===== src/rtl/uart_rx_module_pkg.sv =====
// Shared UART definitions: receiver FSM state encodings and the default baud
// divider. The transmit stage uses the same divider, so both ends stay locked
// to one bit rate.
package uart_rx_module_pkg;

  // clk cycles per UART bit (~115200 bps at the current PCLK)
  localparam int UART_CLKS_PER_BIT = 1216;

  // rx_flag high time, long enough for a 3-FF rising-edge detector downstream
  localparam int UART_FLAG_CYCLES  = 4;

  typedef enum logic [2:0] {
    ST_IDLE  = 3'd0,
    ST_START = 3'd1,
    ST_DATA  = 3'd2,
    ST_STOP  = 3'd3,
    ST_BREAK = 3'd4
  } rx_state_e;

endpackage


===== src/rtl/uart_rx_module_if.sv =====
// Receiver-side signal bundle: serial line in, received byte and status out.
//
// Handshake: rx_flag is a valid-only strobe with no ready. It is held high for
// FLAG_CYCLES clocks per good byte, and rx_data is stable for the whole time it
// is high and afterwards, until the next good frame. The consumer is expected to
// edge-detect rx_flag. frame_err is a single-cycle strobe. state is the live
// receiver FSM state for observation.
interface uart_rx_module_if;
  import uart_rx_module_pkg::*;

  logic       rxd;
  logic [7:0] rx_data;
  logic       rx_flag;
  logic       rx_busy;
  logic       frame_err;
  rx_state_e  state;

  // receiver side: drives the byte/status outputs
  modport master (
    input  rxd,
    output rx_data, rx_flag, rx_busy, frame_err, state
  );

  // line driver / consumer side
  modport slave (
    output rxd,
    input  rx_data, rx_flag, rx_busy, frame_err, state
  );

endinterface


===== src/rtl/uart_rx_module_sync2.sv =====
// Two-flop synchronizer for the asynchronous serial input. Both flops reset
// to 1 so the line reads as idle during and right after reset.
module uart_sync2 (
  input  logic clk,
  input  logic rst,
  input  logic d,
  output logic q
);

  logic meta;

  // shift the async input through two flops
  always_ff @(posedge clk) begin
    if (rst) begin
      meta <= 1'b1;
      q    <= 1'b1;
    end else begin
      meta <= d;
      q    <= meta;
    end
  end

endmodule


===== src/rtl/uart_rx_module.sv =====
// 8N1 UART receiver, LSB first. The start bit is validated at its middle,
// then each data bit and the stop bit are sampled one full bit period later.
// A good byte updates rx_data and raises a stretched rx_flag; a low stop bit
// produces one frame_err pulse and the receiver waits for the line to go idle.
module uart_rx_module
  import uart_rx_module_pkg::*;
#(
  parameter int CLKS_PER_BIT = UART_CLKS_PER_BIT,
  parameter int FLAG_CYCLES  = UART_FLAG_CYCLES
) (
  input  logic            clk,
  input  logic            rst,
  uart_rx_module_if.master rx
);

  localparam int CNT_W  = $clog2(CLKS_PER_BIT);
  localparam int FLAG_W = $clog2(FLAG_CYCLES + 1);
  localparam int HALF   = CLKS_PER_BIT / 2;

  localparam logic [CNT_W-1:0]  CNT_LAST  = CNT_W'(CLKS_PER_BIT - 1);
  localparam logic [CNT_W-1:0]  CNT_HALF  = CNT_W'(HALF - 1);
  localparam logic [FLAG_W-1:0] FLAG_LOAD = FLAG_W'(FLAG_CYCLES);

  rx_state_e         state;
  logic              rxd_s;
  logic [CNT_W-1:0]  cnt;
  logic [2:0]        bit_idx;
  logic [7:0]        shreg;
  logic [7:0]        rx_data_q;
  logic [FLAG_W-1:0] flag_cnt;
  logic              frame_err_q;

  uart_sync2 u_sync (
    .clk (clk),
    .rst (rst),
    .d   (rx.rxd),
    .q   (rxd_s)
  );

  // receive FSM with bit timing, data capture and flag stretcher
  always_ff @(posedge clk) begin
    if (rst) begin
      state       <= ST_IDLE;
      cnt         <= '0;
      bit_idx     <= '0;
      shreg       <= '0;
      rx_data_q   <= '0;
      flag_cnt    <= '0;
      frame_err_q <= 1'b0;
    end else begin
      frame_err_q <= 1'b0;
      if (flag_cnt != '0) begin
        flag_cnt <= flag_cnt - 1'b1;
      end

      case (state)
        ST_IDLE: begin
          cnt <= '0;
          if (!rxd_s) begin
            state <= ST_START;
          end
        end

        // confirm the start bit at its middle; a high line here is a glitch
        ST_START: begin
          if (cnt == CNT_HALF) begin
            cnt     <= '0;
            bit_idx <= '0;
            state   <= rxd_s ? ST_IDLE : ST_DATA;
          end else begin
            cnt <= cnt + 1'b1;
          end
        end

        // one full bit period after mid-start lands in the middle of each data bit
        ST_DATA: begin
          if (cnt == CNT_LAST) begin
            cnt            <= '0;
            shreg[bit_idx] <= rxd_s;
            bit_idx        <= bit_idx + 1'b1;
            if (bit_idx == 3'd7) begin
              state <= ST_STOP;
            end
          end else begin
            cnt <= cnt + 1'b1;
          end
        end

        // leave at mid-stop so a back-to-back start edge is not missed
        ST_STOP: begin
          if (cnt == CNT_LAST) begin
            cnt <= '0;
            if (rxd_s) begin
              rx_data_q <= shreg;
              flag_cnt  <= FLAG_LOAD;
              state     <= ST_IDLE;
            end else begin
              frame_err_q <= 1'b1;
              state       <= ST_BREAK;
            end
          end else begin
            cnt <= cnt + 1'b1;
          end
        end

        // a line held low counts as one error, not a stream of frames
        ST_BREAK: begin
          cnt <= '0;
          if (rxd_s) begin
            state <= ST_IDLE;
          end
        end

        default: begin
          state <= ST_IDLE;
          cnt   <= '0;
        end
      endcase
    end
  end

  assign rx.rx_data   = rx_data_q;
  assign rx.rx_flag   = (flag_cnt != '0);
  assign rx.rx_busy   = (state != ST_IDLE);
  assign rx.frame_err = frame_err_q;
  assign rx.state     = state;

endmodule


===== src/flat_wrapper.sv =====
// flat-port wrapper written by rule: the top's interface ports become plain ports
module uart_rx_module_flat import uart_rx_module_pkg::*;
#(
  parameter int CLKS_PER_BIT = UART_CLKS_PER_BIT,
  parameter int FLAG_CYCLES  = UART_FLAG_CYCLES
)
  (clk, rst, rx_rxd, rx_rx_data, rx_rx_flag, rx_rx_busy, rx_frame_err, rx_state);
  uart_rx_module_if rx_i ();
  input  logic clk;
  input  logic rst;
  input wire logic [$bits(rx_i.rxd)-1:0] rx_rxd;
  output wire logic [$bits(rx_i.rx_data)-1:0] rx_rx_data;
  output wire logic [$bits(rx_i.rx_flag)-1:0] rx_rx_flag;
  output wire logic [$bits(rx_i.rx_busy)-1:0] rx_rx_busy;
  output wire logic [$bits(rx_i.frame_err)-1:0] rx_frame_err;
  output wire logic [$bits(rx_i.state)-1:0] rx_state;
  assign rx_i.rxd = rx_rxd;
  assign rx_rx_data = rx_i.rx_data;
  assign rx_rx_flag = rx_i.rx_flag;
  assign rx_rx_busy = rx_i.rx_busy;
  assign rx_frame_err = rx_i.frame_err;
  assign rx_state = rx_i.state;
  uart_rx_module #(.CLKS_PER_BIT(CLKS_PER_BIT), .FLAG_CYCLES(FLAG_CYCLES)) u_core (.clk(clk), .rst(rst), .rx(rx_i));
endmodule

===== config.mk =====
export PLATFORM = sky130hd
export DESIGN_NAME = uart_rx_module_flat
export DESIGN_NICKNAME = d
export VERILOG_FILES = /design/src/rtl/uart_rx_module_pkg.sv /design/src/rtl/uart_rx_module_if.sv /design/src/rtl/uart_rx_module_sync2.sv /design/src/rtl/uart_rx_module.sv /design/src/flat_wrapper.sv
export SDC_FILE = /design/constraint.sdc
export NUM_CORES = 1
export LEC_CHECK = 0
export ABC_AREA = 1
export ABC_CLOCK_PERIOD_IN_PS = 1700
export BUFFER_PORTS_ARGS = -buffer_cell sky130_fd_sc_hd__buf_2
export CAP_MARGIN = 20
export CORE_ASPECT_RATIO = 1.25
export CORE_MARGIN = 5
export CORE_UTILIZATION = 58
export CTS_CLUSTER_SIZE = 30
export DETAILED_ROUTE_END_ITERATION = 10
export GPL_ROUTABILITY_DRIVEN = 0
export PLACE_DENSITY = 0.85
export SLEW_MARGIN = 5
export SYNTH_ARGS = -nofsm -noshare
export SYNTH_HDL_FRONTEND = slang
export SYNTH_SLANG_ARGS = --single-unit

===== constraint.sdc =====
create_clock -name clk -period 1.7 [get_ports clk]
set_input_delay 0.34 -clock clk [delete_from_list [all_inputs] [get_ports clk]]
set_output_delay 0.34 -clock clk [all_outputs]
set_load 0.1 [all_outputs]

* Word level (Yosys, flattened, before mapping)
Cells that the tools add are included.
** Storage, ports and cells
- Register bits :: 39
- Bits of input ports :: 3
- Output and inout port bits :: 14
- Word-level logic and storage cells :: 63
** Cells by class
- $add $sub $neg :: 3
- Order comparisons :: 2
- Eq/ne operators :: 13
- Mux-type cells :: 23
- Bitwise gates (word level) :: 2
- Reductions and logical operators :: 11
** Operator list (number)
- two-way mux 3 bit :: 13
- two-way mux 11 bit :: 2
- one-hot mux 11 bit (2 select lines) :: 1
- one-hot mux 3 bit (5 select lines) :: 1
- adder 11 x 1 -> 11 bit (second input constant) :: 1
- == test 11 x 10 -> 1 bit (second input constant) :: 1
- == test 11 bit (second input constant) :: 1
- bitwise mux 8 bit :: 1
- != test 2 x 1 -> 1 bit (second input constant) :: 4
- == test 3 x 2 -> 1 bit (second input constant) :: 2
- == test 3 bit (second input constant) :: 2
- one-hot mux 3 bit (2 select lines) :: 1
- AND reduction 3 bit :: 2
- AND reduction 6 bit :: 1
- nonzero test 3 bit :: 2
- < comparator 3 x 4 -> 1 bit (second input constant) :: 1
- != test 2 bit (second input constant) :: 2
- adder 3 x 1 -> 3 bit (second input constant) :: 1
- demux 1 bit (select 3 bit) :: 1
- == test 3 x 1 -> 1 bit (second input constant) :: 1
- greater-or-equal comparator 3 x 1 -> 1 bit (second input constant) :: 1
- logical NOT 3 bit :: 1
- OR reduction 3 bit :: 1
- subtractor 3 x 1 -> 3 bit (second input constant) :: 1
- other kinds (7) :: 9

* Depth between registers and ports, before layout
- Depth in word-level cells :: 5
- Depth in mapped cells :: 9
- Gate-level depth less buffers :: 9

* Cells and area by module
From an unflattened synthesis, not the netlist that was laid out.
** Second synthesis, totals
- Cell total of the unflattened synthesis :: 251
- Area, all modules :: 1806.7 µm²
** Modules (own cells, without submodules)
- uart_rx_module :: instances 1, cells an instance 244, area each 1747.9 µm², sequential area each 740.7 µm²
- uart_sync2 :: instances 1, cells an instance 7, area each 58.8 µm², sequential area each 40.0 µm²

* Worst setup path before layout
No wires, ideal clock.
- Kind :: register to output
- Start point :: register u_core.state[2], in the netlist u_core.rx.state[2]
- End point :: output port rx_rx_busy
- Arrival time :: 1.922 ns
- Required time :: 1.360 ns
- Setup slack :: -0.562 ns
- Cell stages (with the launch flop) :: 3
- Buffers on the path :: 0
- Cell sequence :: dfxtp_1 > inv_1 > nand2_1
** Between the ends
- Word-level cells in the longest chain between the ends :: 1
** RTL lines
- start: declaration :: line uart_rx_module.sv:24 : rx_state_e state;
- start signal: assignment :: line uart_rx_module.sv:69 : state <= rxd_s ? ST_IDLE : ST_DATA;
- nonzero test 3 bit :: line uart_rx_module.sv:124 : assign rx.rx_busy = (state != ST_IDLE);
- end: declaration :: line flat_wrapper.sv:14 : output wire logic [$bits(rx_i.rx_busy)-1:0] rx_rx_busy;
Every way passes these cells.

* Final worst setup path
- Start point :: register u_core.flag_cnt[0]
- End point :: output port rx_rx_flag
** Between the ends
- Word-level cells in the longest chain between the ends :: 1
** RTL lines
- start: declaration :: line uart_rx_module.sv:30 : logic [FLAG_W-1:0] flag_cnt;
- start signal: assignment :: line uart_rx_module.sv:53 : flag_cnt <= flag_cnt - 1'b1;
- nonzero test 3 bit :: line uart_rx_module.sv:123 : assign rx.rx_flag = (flag_cnt != '0);
- end: declaration :: line flat_wrapper.sv:13 : output wire logic [$bits(rx_i.rx_flag)-1:0] rx_rx_flag;
Every way passes these cells.

==> flow_summary.ini <==
[worst_setup_path]
timing.rr.start = u_core.cnt[0]
cp.required_ps = 1360
worst-path-stages = 4
worstReg2RegEnd = u_core.shreg[2]
cp.arrival_ps = 1260
slowest_delay_ps = 360
critPathKind = flip-flop to output port
crit_chain = inv_1 -> ha_1 -> nand2_2 -> buf_12
crit_fanout = 3
crit_family = flip-flops
cp_slowest_cell = dfxtp_2
r2r_slack_ps = 120
worst_r2r_path_depth = 8
start_kind = flip-flop
path_buf_inv = 2
end_kind = output port
startpoint = u_core.flag_cnt[0]
crit_path_end = rx_rx_flag

[yosys]
synthTopCellsByArea = dfxtp_1 (43%), nor2_1 (11%), nand2_1 (7.6%), inv_1 (4.9%), nand3_1 (4.4%)
synth_top_area_frac = 0.426
syn_area_per_cell_um2 = 7.42
ys_warn_count = 0
synth_cell_types = 28
seq_area_frac_synth = 0.426
synth_fp_nets = 255
netlist_area_um2 = 1830
yosysTopAreaCell = dfxtp_1
ys_ff_latch = 39
syn_inst = 247

[routing]
dr.pass1.iters = 4
totalWireLength_um = 3700
wire_per_inst_um = 12.0
drt_iter0_markers = 67
ant_nets = 0
vias = 1629
drc = 0
post_drt_via_cell_ratio = 5.27

[pwr]
power_leakage_nw = 0.964
power_density_nw_per_um2 = 1440
ir_worst_vdd_uv = 1550

[place]
io_buffers = 16
dpl.cell_count = 298
dp_hpwl_um = 2670
postPlaceCellArea_um2 = 1980

[floorplan]
num_rows = 22
core_um2 = 3000
fp.dieArea_um2 = 4390
num_io_pins = 17
die_x_um = 60.3
start_util = 0.611
die_h_um = 72.9

[sta]
slew_violations = 0
setup_viol = 0
period_needed_ps = 1600
skew_ps = 20.7
hold_viol_final = 0
post-route-period-util = 0.943
rsz0062_at_grt = true
fmax_mhz = 624
slew_headroom = 0.673
tightest_slew_ps = 494

[cts]
clock-sinks = 39
cts_buffers = 5
clk_latency_ps = 360
htreeDepth = 2
tritoncts = yes
clockBufferDepth = 2
clkTransAtPathRegs_ps = 130
root_buffer = clkbuf_4
cts_hold_buf = 0

[grt]
antenna_found_initial = 0
grt_max_degree = 17
grt_usage = 0.184
grt_pass1_vias = 1508
grt_pass1_wl_um = 6180
overflow = 0

[job]
max-cap-violations = 0

[min_path]
hold_class = primary input to flip-flop

[final_layout]
design_area_um2 = 2100
fin_cells = 309
layout.nets = 280
n_antenna_cell = 0
areaGrowthSynthToFinish_pct = 14.5
drive_above_1_share = 0.190

[status]
status = finished, final reports clean
## final cells by class
type | count | area [um^2]
fillers | 242 | 901
flip-flops and latches | 39 | 786
clock inverters | 3 | 43.8
well taps | 36 | 45.0
multi-input cells | 180 | 955
inverters | 24 | 90.1
repair buffers | 22 | 143
clock buffers | 5 | 37.5
## how the worst min path moves through the flow
stage,end,cells after the start,start
finish,u_core.u_sync.meta,2,rx_rxd
detailed placement,u_core.u_sync.q,1,u_core.u_sync.meta
CTS,u_core.u_sync.meta,2,rx_rxd
global route,u_core.u_sync.meta,2,rx_rxd
global placement,u_core.u_sync.q,1,u_core.u_sync.meta
floorplan,u_core.u_sync.q,1,u_core.u_sync.meta
## synth_stat cells
| cell | n |
|---|---|
| a21oi_1 | 13 |
| buf_2 | 1 |
| buf_4 | 1 |
| clkbuf_1 | 2 |
| dfxtp_1 | 39 |
| ha_1 | 5 |
| inv_1 | 24 |
| nand2_1 | 37 |
| nand2_2 | 4 |
| nand2_4 | 1 |
| nand3_1 | 16 |
| nand3_2 | 1 |
| nand3_4 | 1 |
| nand3b_1 | 2 |
| nand4_1 | 5 |
| nor2_1 | 55 |
| nor2_4 | 1 |
| nor2_8 | 1 |
| nor3_1 | 9 |
| nor3_4 | 2 |
| nor3b_1 | 1 |
| nor4_1 | 1 |
| o21ai_0 | 14 |
| o21ai_1 | 1 |
| o21bai_1 | 1 |
| or2_2 | 2 |
| xnor2_1 | 1 |
| xor2_1 | 6 |
## cell usage in the layout (no fill, tap or decap), types with 7 or more instances in the layout
cell      n
dfxtp_1  35
buf_2    14
inv_1    24
nand2_1  34
nand2_2   7
a21oi_1  13
nand3_1  16
nor2_1   54
o21ai_0  14
nor3_1    9
## cells by family (layout without fill, tap and decap cells)
logic type	count (synthesis)	after routing	share of synthesized area
adder cells (fa/ha/maj)	5	5	0.0341
XOR/XNOR	7	7	0.0334
AND/OR/NAND/NOR	139	139	0.366
buffers and inverters	28	54	0.0601
flip-flops	39	39	0.426
AO/OA/AOI/OAI	29	29	0.0805
## layer usage
metal	routed length [um]	GRT usage
met1	1640	0.207
met2	1820	0.314
met3	158	0.0513
met4	83	0.0837
met5	0	0
## where the power goes
part	leakage [nW]	switching (W)	total [W]	internal, W
clock network	0.0452	0.000312	0.000622	0.000310
registers	0.318	0.0000782	0.00109	0.00101
logic	0.601	0.000960	0.00132	0.000364
total	0.964	0.00135	0.00303	0.00168
## stage by stage
stage	power, W	utilization	hold WS (ps)	setup WS (ps)	setup TNS [ps]
3_3_place_gp	0.00234	0.661	408	136	0
5_1_grt	0.00324	0.700	165	-21.6	-36.6
2_1_floorplan	0.00210	-	389	16.6	0
3_5_place_dp	0.00236	0.661	401	66.1	0
6_report	0.00303	0.700	183	96.3	0
4_1_cts	0.00299	0.688	168	15.8	0
## sequential cells by signal (all words and copies together), names as in the netlist
name and flops:
u_core.u_sync.q 1, u_core.shreg 8, u_core.flag_cnt 3, u_core.rx.frame_err 1
u_core.u_sync.meta 1, u_core.bit_idx 3, u_core.rx.state 3, u_core.cnt 11
u_core.rx.rx_data 8
## timing repair
| action | CTS | global route |
|---|---|---|
| resized for setup | 1 | 5 |
| setup endpoints to repair | 1 | 14 |
| buffers inserted | 0 | 3 |
| endpoints found under the hold margin | 0 | 0 |
| pin swaps | 0 | 2 |
(Power assumes the default switching activity.)
